==> config.mk <==
export PLATFORM = sky130hd
export DESIGN_NAME = sram_rr_arbiter
export DESIGN_NICKNAME = d
export VERILOG_FILES = /design/src/rtl/sram_rr_arbiter.sv
export SDC_FILE = /design/constraint.sdc
export NUM_CORES = 1
export LEC_CHECK = 0
export ABC_AREA = 1
export BUFFER_PORTS_ARGS = -buffer_cell sky130_fd_sc_hd__buf_4
export CAP_MARGIN = 10
export CORE_AREA = 8 8 251 253
export CTS_BUF_LIST = sky130_fd_sc_hd__clkbuf_16
export DETAILED_ROUTE_END_ITERATION = 10
export DIE_AREA = 0 0 259 261
export PLACE_DENSITY = 0.36
export SLEW_MARGIN = 30
export SYNTH_ARGS = -nofsm -noshare
export SYNTH_HDL_FRONTEND = slang
export SYNTH_SLANG_ARGS = --single-unit
==> constraint.sdc <==
create_clock -name clk_i -period 1.98 [get_ports clk_i]
set_input_delay 0.099 -clock clk_i [delete_from_list [all_inputs] [get_ports clk_i]]
set_output_delay 0.099 -clock clk_i [all_outputs]
set_load 0.1 [all_outputs]
==> src/rtl/sram_rr_arbiter.sv <==
// Round-robin arbiter sharing one single-port SRAM between NumReq requesters.
// Combinational grant, one-cycle registered response routing.
module sram_rr_arbiter #(
   parameter  int NumReq    = 4,
   parameter  int AddrWidth = 32,
   parameter  int DataWidth = 64,
   localparam int BeWidth   = DataWidth / 8,
   localparam int IdxW      = (NumReq > 1) ? $clog2(NumReq) : 1
) (
   input  logic                        clk_i,
   input  logic                        rst,
   input  logic                        halt_i,
   input  logic [NumReq-1:0]           req_i,
   input  logic [NumReq-1:0]           we_i,
   input  logic [NumReq*AddrWidth-1:0] addr_i,
   input  logic [NumReq*DataWidth-1:0] wdata_i,
   input  logic [NumReq*BeWidth-1:0]   be_i,
   output logic [NumReq-1:0]           gnt_o,
   output logic [NumReq-1:0]           rvalid_o,
   output logic [DataWidth-1:0]        rdata_o,
   output logic                        sram_req_o,
   output logic                        sram_we_o,
   output logic [AddrWidth-1:0]        sram_addr_o,
   output logic [DataWidth-1:0]        sram_wdata_o,
   output logic [BeWidth-1:0]          sram_be_o,
   input  logic [DataWidth-1:0]        sram_rdata_i,
   output logic                        busy_o
);

   logic [IdxW-1:0]   r_ptr;
   logic [IdxW-1:0]   r_idx;
   logic              r_valid;
   logic              r_rd;

   logic [NumReq-1:0] w_gnt;
   logic [IdxW-1:0]   w_idx;
   logic              w_found;
   int                w_j;

   // Scan from the pointer upward, wrapping; first requester wins.
   always_comb begin
      w_gnt   = '0;
      w_idx   = '0;
      w_found = 1'b0;
      w_j     = 0;
      if (rst && !halt_i) begin
         for (int i = 0; i < NumReq; i++) begin
            w_j = int'(r_ptr) + i;
            if (w_j >= NumReq) w_j = w_j - NumReq;
            if (!w_found && req_i[w_j]) begin
               w_found = 1'b1;
               w_idx   = IdxW'(w_j);
            end
         end
         if (w_found) w_gnt[w_idx] = 1'b1;
      end
   end

   always_comb begin
      sram_we_o    = 1'b0;
      sram_addr_o  = '0;
      sram_wdata_o = '0;
      sram_be_o    = '0;
      for (int k = 0; k < NumReq; k++) begin
         if (w_gnt[k]) begin
            sram_we_o    = we_i[k];
            sram_addr_o  = addr_i[k*AddrWidth +: AddrWidth];
            sram_wdata_o = wdata_i[k*DataWidth +: DataWidth];
            sram_be_o    = be_i[k*BeWidth +: BeWidth];
         end
      end
   end

   always_ff @(posedge clk_i or negedge rst) begin
      if (!rst) begin
         r_ptr   <= '0;
         r_idx   <= '0;
         r_valid <= 1'b0;
         r_rd    <= 1'b0;
      end else begin
         r_valid <= w_found;
         if (w_found) begin
            r_idx <= w_idx;
            r_rd  <= !sram_we_o;
            r_ptr <= (w_idx == IdxW'(NumReq - 1)) ? '0 : w_idx + 1'b1;
         end
      end
   end

   always_comb begin
      rvalid_o = '0;
      if (r_valid) rvalid_o[r_idx] = 1'b1;
   end

   assign gnt_o      = w_gnt;
   assign sram_req_o = |w_gnt;
   assign rdata_o    = (r_valid && r_rd) ? sram_rdata_i : '0;
   assign busy_o     = |req_i | r_valid;

endmodule

==> results of run 1 <==
==> sequential cells by signal, indices dropped and copies added (netlist names) <==
register  flops
r_idx         2
r_ptr         2
r_valid       1
r_rd          1
==> final cells by class <==
| cell class | count | area, um^2 |
|---|---|---|
| repair inverters | 1 | 5.00 |
| well taps | 782 | 978 |
| fillers | 6680 | 46400 |
| inverters | 83 | 333 |
| clock buffers | 3 | 75.1 |
| diodes | 1 | 2.50 |
| repair buffers | 795 | 8030 |
| flip-flops and latches | 6 | 153 |
| multi-input cells | 663 | 3330 |
==> through the flow <==
stage               setup TNS [ns]  util [%]  cell area, um^2
finish                      -79.64      21.7            12900
global route                -94.22      21.7            12900
CTS                         -71.09      20.7            12300
detailed placement          -63.87      17.5            10400
global placement            -61.76      17.5            10400
floorplan                   -61.03         -             3850
==> logic make-up after synthesis <==
logic type,Yosys count
simple gates,657
buf+inv,134
flops,6
compound gates,6
==> synth_stat cells <==
cell type,number
or2_2,2
o21ai_0,3
buf_4,13
dfrtp_1,6
nor2_4,4
nand4_1,106
nor2_2,1
inv_1,78
nor3_1,5
buf_6,3
nand3_2,1
nand2_2,4
nand3_1,9
a21oi_1,3
nor2_1,69
inv_2,3
buf_2,28
inv_4,2
nand2_1,455
nand2_4,1
clkbuf_1,7
==> what timing repair did <==
| action | 4_1_cts | 5_1_grt |
|---|---|---|
| setup endpoints to repair | 111 | 112 |
| hold endpoints to repair | 6 | 0 |
| pin swaps | 30 | 63 |
| resized for setup | 365 | 101 |
| hold buffers | 1 | 0 |
| buffers inserted | 21 | 7 |
| cloned | 7 | 7 |
==> worst reg2reg max path, stage by stage, from the launching register on <==
cell	delay (ns)
dfrtp_2	0.47
buf_6	0.17
nand2_4	0.07
nand3_2	0.08
nand2_2	0.09
buf_6	0.13
inv_2	0.04
nand3_1	0.08
nand3_2	0.09
nand2_4	0.07
inv_4	0.09
nor2_4	0.05
buf_4	0.13
buf_8	0.13
clkbuf_16	0.17
buf_4	0.13
buf_6	0.12
nor2_4	0.10
o21ai_0	0.09
==> power groups by stage <==
stage / clock network [W] / logic [W] / registers [W]
global route: 0.000342 / 0.0228 / 0.000288
global placement: 0 / 0.0170 / 0.000267
detailed placement: 0 / 0.0169 / 0.000270
floorplan: 0 / 0.0122 / 0.000217
finish: 0.000326 / 0.0220 / 0.000278
CTS: 0.000330 / 0.0210 / 0.000270
==> how the worst max path moves through the flow <==
stage | startpoint | endpoint | cells past startpoint
after floorplan | r_ptr[0] | sram_addr_o[0] | 15
after global placement | r_ptr[0] | sram_wdata_o[44] | 16
after detailed placement | r_ptr[0] | sram_addr_o[0] | 17
after CTS | r_ptr[0] | sram_wdata_o[54] | 16
after global routing | r_ptr[0] | sram_addr_o[24] | 18
final | r_ptr[0] | sram_wdata_o[44] | 17
==> layer usage <==
metal,GRT usage (%),wire length [um],up-vias
met5,0,0,-
met4,2.87,1290,0
met3,3.40,3910,63
met2,22.0,23300,520
met1,12.0,16000,3797
li1,-,-,4025
==> run metrics, run 1 <==
Synth top area share 47.4%; commonest non-fill, non-tap cell in the layout buf_4; grt total ovfl 0; num ports 670; Worst Path Buf+Inv 6; VDD IR-drop max 1.38 mV; # port buffers 669; via/cell ratio 3.60; Nets 2044; CTS tree done; Reg2Reg Launch Point r_ptr[0]; max_cap viols 0; highest clock rate 357 MHz; Flop pwr share 1.2%; crit end category output port; Yosys top cell by area nand2_1; Cells after Synth 803; multiplexer share of the synthesized area 0%; Post-Synth XOR/XNOR Area 0%; Clock Tree Root clkbuf_16; area of the core 59300 um^2; post-synthesis compound-gate area fraction 0.833%; Hold Worst Slack 0.255 ns; CP delay by family, top simple AND/OR/NAND/NOR gates; R2R setup slack -0.43 ns; worst setup path class reg2out; RSZ-0062 raised after global routing true; Area contributors post-synth nand2_1 47%, nand4_1 18%, inv_1 8.1%, nor2_1 7.2%, dfrtp_1 4.2%; pwr dens 1750 nW/um^2; CP Data Arrival Time 2.70 ns; Starting Density 6.07%; adder-cell share of the synthesized area 0%; Hold WC Path Type in2reg; DRT Wirelength 44.4 mm; Worst path slowest cell dfrtp_2; DR iter-0 viols 407; Worst-Margin Slew 0.409 ns; Worst-Skew Late Latency 0.23 ns; Syn Std Cell Area 3600 um^2; Slew Viols, Final 0; P_int 0.00820 W; drt first pass iters 5; dpl hpwl 35.7 mm; crit path cell chain buf_6, nand2_4, nand3_2, nand2_2, nand2_4, nand2_2, nand2_2, nand2_4, nor2_4, buf_4, nand2_2, clkinv_4, buf_12, buf_4, nand2_1, nand4_1, buf_12; CP max FO 24; placed cells 2288; Comb pwr share 97.3%; Global Route Usage Sum 11.5%; Synth Warn # 0; clock skew 0.00249 ns; fin cells 2334; commonest non-fill, non-tap cells in the layout 621 x buf_4, 394 x nand2_1, 127 x buf_12; share of cells above drive strength 1 61.6%; pin count of the biggest net entering global routing 65; via count 8405; # rows 90; Yosys reg bits 6; hold wc startpoint we_i[2]; ANT nets after route 0; pre-CTS setup slack -0.670 ns; H-tree depth 1; sequential area share after synthesis 4.17%; Final Critical Period 2.80 ns; fin crit share 142%; largest family of logic cells by synthesized area simple AND/OR/NAND/NOR gates; initial antenna violation count 3; Num CTS Buffers 3; CP Data Required Time 1.88 ns; vias in the first global route 9107; # DRC 0; Syn Nets 1294; drt wl/cell 19.0 um; leakage power 6.30 nW; violated checks negative setup slack; setup violators final 112; Sw Share 63.7%; P&R area growth vs syn 258%; status complete, but fails checks; clk sinks 6; Max transition margin 72.7%; syn avg cell area 4.49 um^2; Die Y 261 um; sw power 0.0144 W; most used cell, CP nand2_2; Fin. Hold Viols 0; Hold EP r_rd; terminus of the critical flop-to-flop path r_ptr[1]; setup ws final -0.824 ns; length in cells of the worst reg-to-reg path 18; Hold Crit Depth 5; slowest stage delay, CP 0.48 ns; Netlist cell types 21; Pwr Total 0.0226 W; Setup crit start kind flop; Clock power frac 1.4%; first-pass GRT wire length 58.9 mm; CTS clock-pin slew for the worst setup and hold paths 0.03 ns; post-synthesis simple-gate area fraction 78.0%; Placer Congestion 0.925; Clock Path Buffers 2; die area 67600 um^2; Die X 259 um
No activity file was read; power rests on OpenSTA's default activity.
==> run 2: changes to the inputs <==
--- a/config.mk
+++ b/config.mk
@@ -8,11 +8,14 @@
 export ABC_AREA = 1
 export BUFFER_PORTS_ARGS = -buffer_cell sky130_fd_sc_hd__buf_4
 export CAP_MARGIN = 10
-export CORE_AREA = 8 8 251 253
+export CELL_PAD_IN_SITES_DETAIL_PLACEMENT = 1
+export CELL_PAD_IN_SITES_GLOBAL_PLACEMENT = 1
+export CORE_AREA = 4 4 260 262
 export CTS_BUF_LIST = sky130_fd_sc_hd__clkbuf_16
 export DETAILED_ROUTE_END_ITERATION = 10
-export DIE_AREA = 0 0 259 261
-export PLACE_DENSITY = 0.36
+export DIE_AREA = 0 0 264 266
+export PLACE_DENSITY = 0.5
+export SETUP_SLACK_MARGIN = 0.15
 export SLEW_MARGIN = 30
 export SYNTH_ARGS = -nofsm -noshare
 export SYNTH_HDL_FRONTEND = slang
==> run metrics, run 2 (synthesis results as in run 1) <==
violated checks negative setup slack; die area 70200 um^2 (+3.9%); Fin. Hold Viols 0 (unchanged); Placer Congestion 0.913 (-1.4%); via/cell ratio 3.51 (-2.6%); Setup TNS -75.44 ns (+4.20 ns); fin cells 2414 (+3.4%); vias in the first global route 9401 (+3.2%); Die Y 266 um (+1.9%); Setup crit start kind flop; # DRC 0 (unchanged); initial antenna violation count 0 (-3); H-tree depth 1 (unchanged); leakage power 6.27 nW (-0.49%); fillers 7978 (+19%); Pwr Total 0.0226 W (+0.26%); drt wl/cell 19.2 um (+0.63%); fin crit share 140% (-1.7 points); num ports 670 (unchanged); Worst-Margin Slew 0.447 ns (+0.0385 ns); Num CTS Buffers 3 (unchanged); Max transition margin 70.2% (-2.6 points); setup ws final -0.790 ns (+0.0337 ns); placed cells 2363 (+3.3%); DR iter-0 viols 232 (-43%); via count 8470 (+0.77%); Final Cell Area 13000 um^2 (+1.1%); clk sinks 6 (unchanged); setup violators final 111 (-0.89%); Clock Tree Root clkbuf_16; worst setup path class reg2out; Hold Crit Depth 5 (unchanged); Global Route Usage Sum 11.5% (+0.023 points); CP Data Arrival Time 2.67 ns (-0.03 ns); CP startpoint r_ptr[0]; share of cells above drive strength 1 60.7% (-0.93 points); CP Data Required Time 1.88 ns (about the same); Slew Viols, Final 0 (unchanged); grt total ovfl 0 (unchanged); Hold EP r_rd; Clock Path Buffers 2 (unchanged); CP max FO 7 (-71%); Largest regs r_idx: 2 flops, r_ptr: 2 flops; Hold Worst Slack 0.266 ns (+0.0106 ns); drt first pass iters 4 (-1); hold wc startpoint we_i[2]; area of the core 65400 um^2 (+10%); CTS clock-pin slew for the worst setup and hold paths 0.03 ns (about the same); commonest non-fill, non-tap cells in the layout 609 x buf_4, 409 x nand2_1, 109 x buf_12; status complete, but fails checks; RSZ-0062 raised after global routing true; commonest non-fill, non-tap cell in the layout buf_4; R2R setup slack -0.35 ns (+0.08 ns); ANT nets after route 0 (unchanged); crit end category output port; Die X 264 um (+1.9%); DRT Wirelength 46.2 mm (+4.1%); Nets 2043 (-0.049%); n_diodes 0 (-1); pwr dens 1740 nW/um^2 (-0.78%); P&R area growth vs syn 262%; first-pass GRT wire length 61.0 mm (+3.5%); highest clock rate 361 MHz (+1.2%); clock skew 0.00159 ns (-0.000902 ns); Starting Density 5.51% (-0.56 points); CTS tree done; # rows 94 (+4.4%); # port buffers 669 (unchanged); dpl hpwl 34.8 mm (-2.7%); VDD IR-drop max 1.29 mV (-7.0%); terminus of the critical flop-to-flop path r_ptr[1]; length in cells of the worst reg-to-reg path 16 (-2); DP Area 10400 um^2 (+0.22%); Reg2Reg Launch Point r_ptr[0]; max_cap viols 0 (unchanged); Worst-Skew Late Latency 0.23 ns (about the same); Hold WC Path Type in2reg; Final Critical Period 2.77 ns (-0.0337 ns); pin count of the biggest net entering global routing 32 (-51%)
run 2: cell count changes in the layout (fill, tap and decap cells not counted), moves of 6 or more:
cell / previous run / this run
nand2_4: 19 / 10
nand2_1: 394 / 409
buf_16: 7 / 16
buf_4: 621 / 609
buf_6: 15 / 25
buf_12: 127 / 109
nand2_2: 47 / 41
run 2: area by class of cell:
type	instances	area, um^2	share of cell area (%)
Timing Repair Buffer	794	8140	62.4
Multi-Input combinational cell	663	3250	24.9
Tap cell	864	1080	8.29
Inverter	83	338	2.59
Sequential cell	6	153	1.17
Clock buffer	3	75.1	0.576
Timing Repair inverter	1	5.00	0.0384
run 2: critical path, stage by stage, from the launching register on:
cell and delay [ns]:
dfrtp_2 0.47, clkinv_4 0.12, nand2_4 0.08, nand3_2 0.09, nand2_2 0.12, inv_1 0.08
nand2_2 0.06, nand2_2 0.07, nand2_4 0.10, nor2_4 0.04, buf_4 0.14, nand2_4 0.09
clkinv_8 0.12, buf_12 0.18, buf_12 0.14, nand2_1 0.06, nand4_1 0.19, buf_8 0.25
run 2: how the worst max path moves through the flow:
stage / to / slack, ns / cells after the start
detailed placement: sram_addr_o[23] / -0.85 / 14
finish: sram_addr_o[11] / -0.79 / 17
global route: sram_addr_o[0] / -0.91 / 16
global placement: sram_addr_o[23] / -0.77 / 14
floorplan: sram_addr_o[0] / -0.64 / 15
CTS: sram_wdata_o[58] / -0.81 / 16
run 2: metal layers:
metal,vias to the layer above,track usage [%],part of all wire (%)
met5,-,0,0
met4,0,2.78,2.7
met3,51,3.29,7.9
met2,470,22.3,54
met1,3910,12.2,36
li1,4039,-,-
run 2: power breakdown:
group	switching (W)	leakage, nW	total (W)	internal [W]
clock network	0.0000682	0.0370	0.000327	0.000259
registers	0.0000944	0.0682	0.000273	0.000179
logic	0.0143	6.17	0.0220	0.00768
run 2: through the flow:
step                      util (%)  setup slack (ns)
after floorplan                  -            -0.638
after global placement        15.9            -0.773
after detailed placement      15.9            -0.851
after CTS                     18.7            -0.806
after global routing          19.9            -0.910
final                         19.9            -0.790
run 2: what timing repair did:
action,CTS,global route
setup endpoints to repair,112,112
hold buffers,1,0
cloned,13,14
hold endpoints to repair,6,0
pin swaps,64,84
gates resized for setup,309,113
setup buffers,12,8
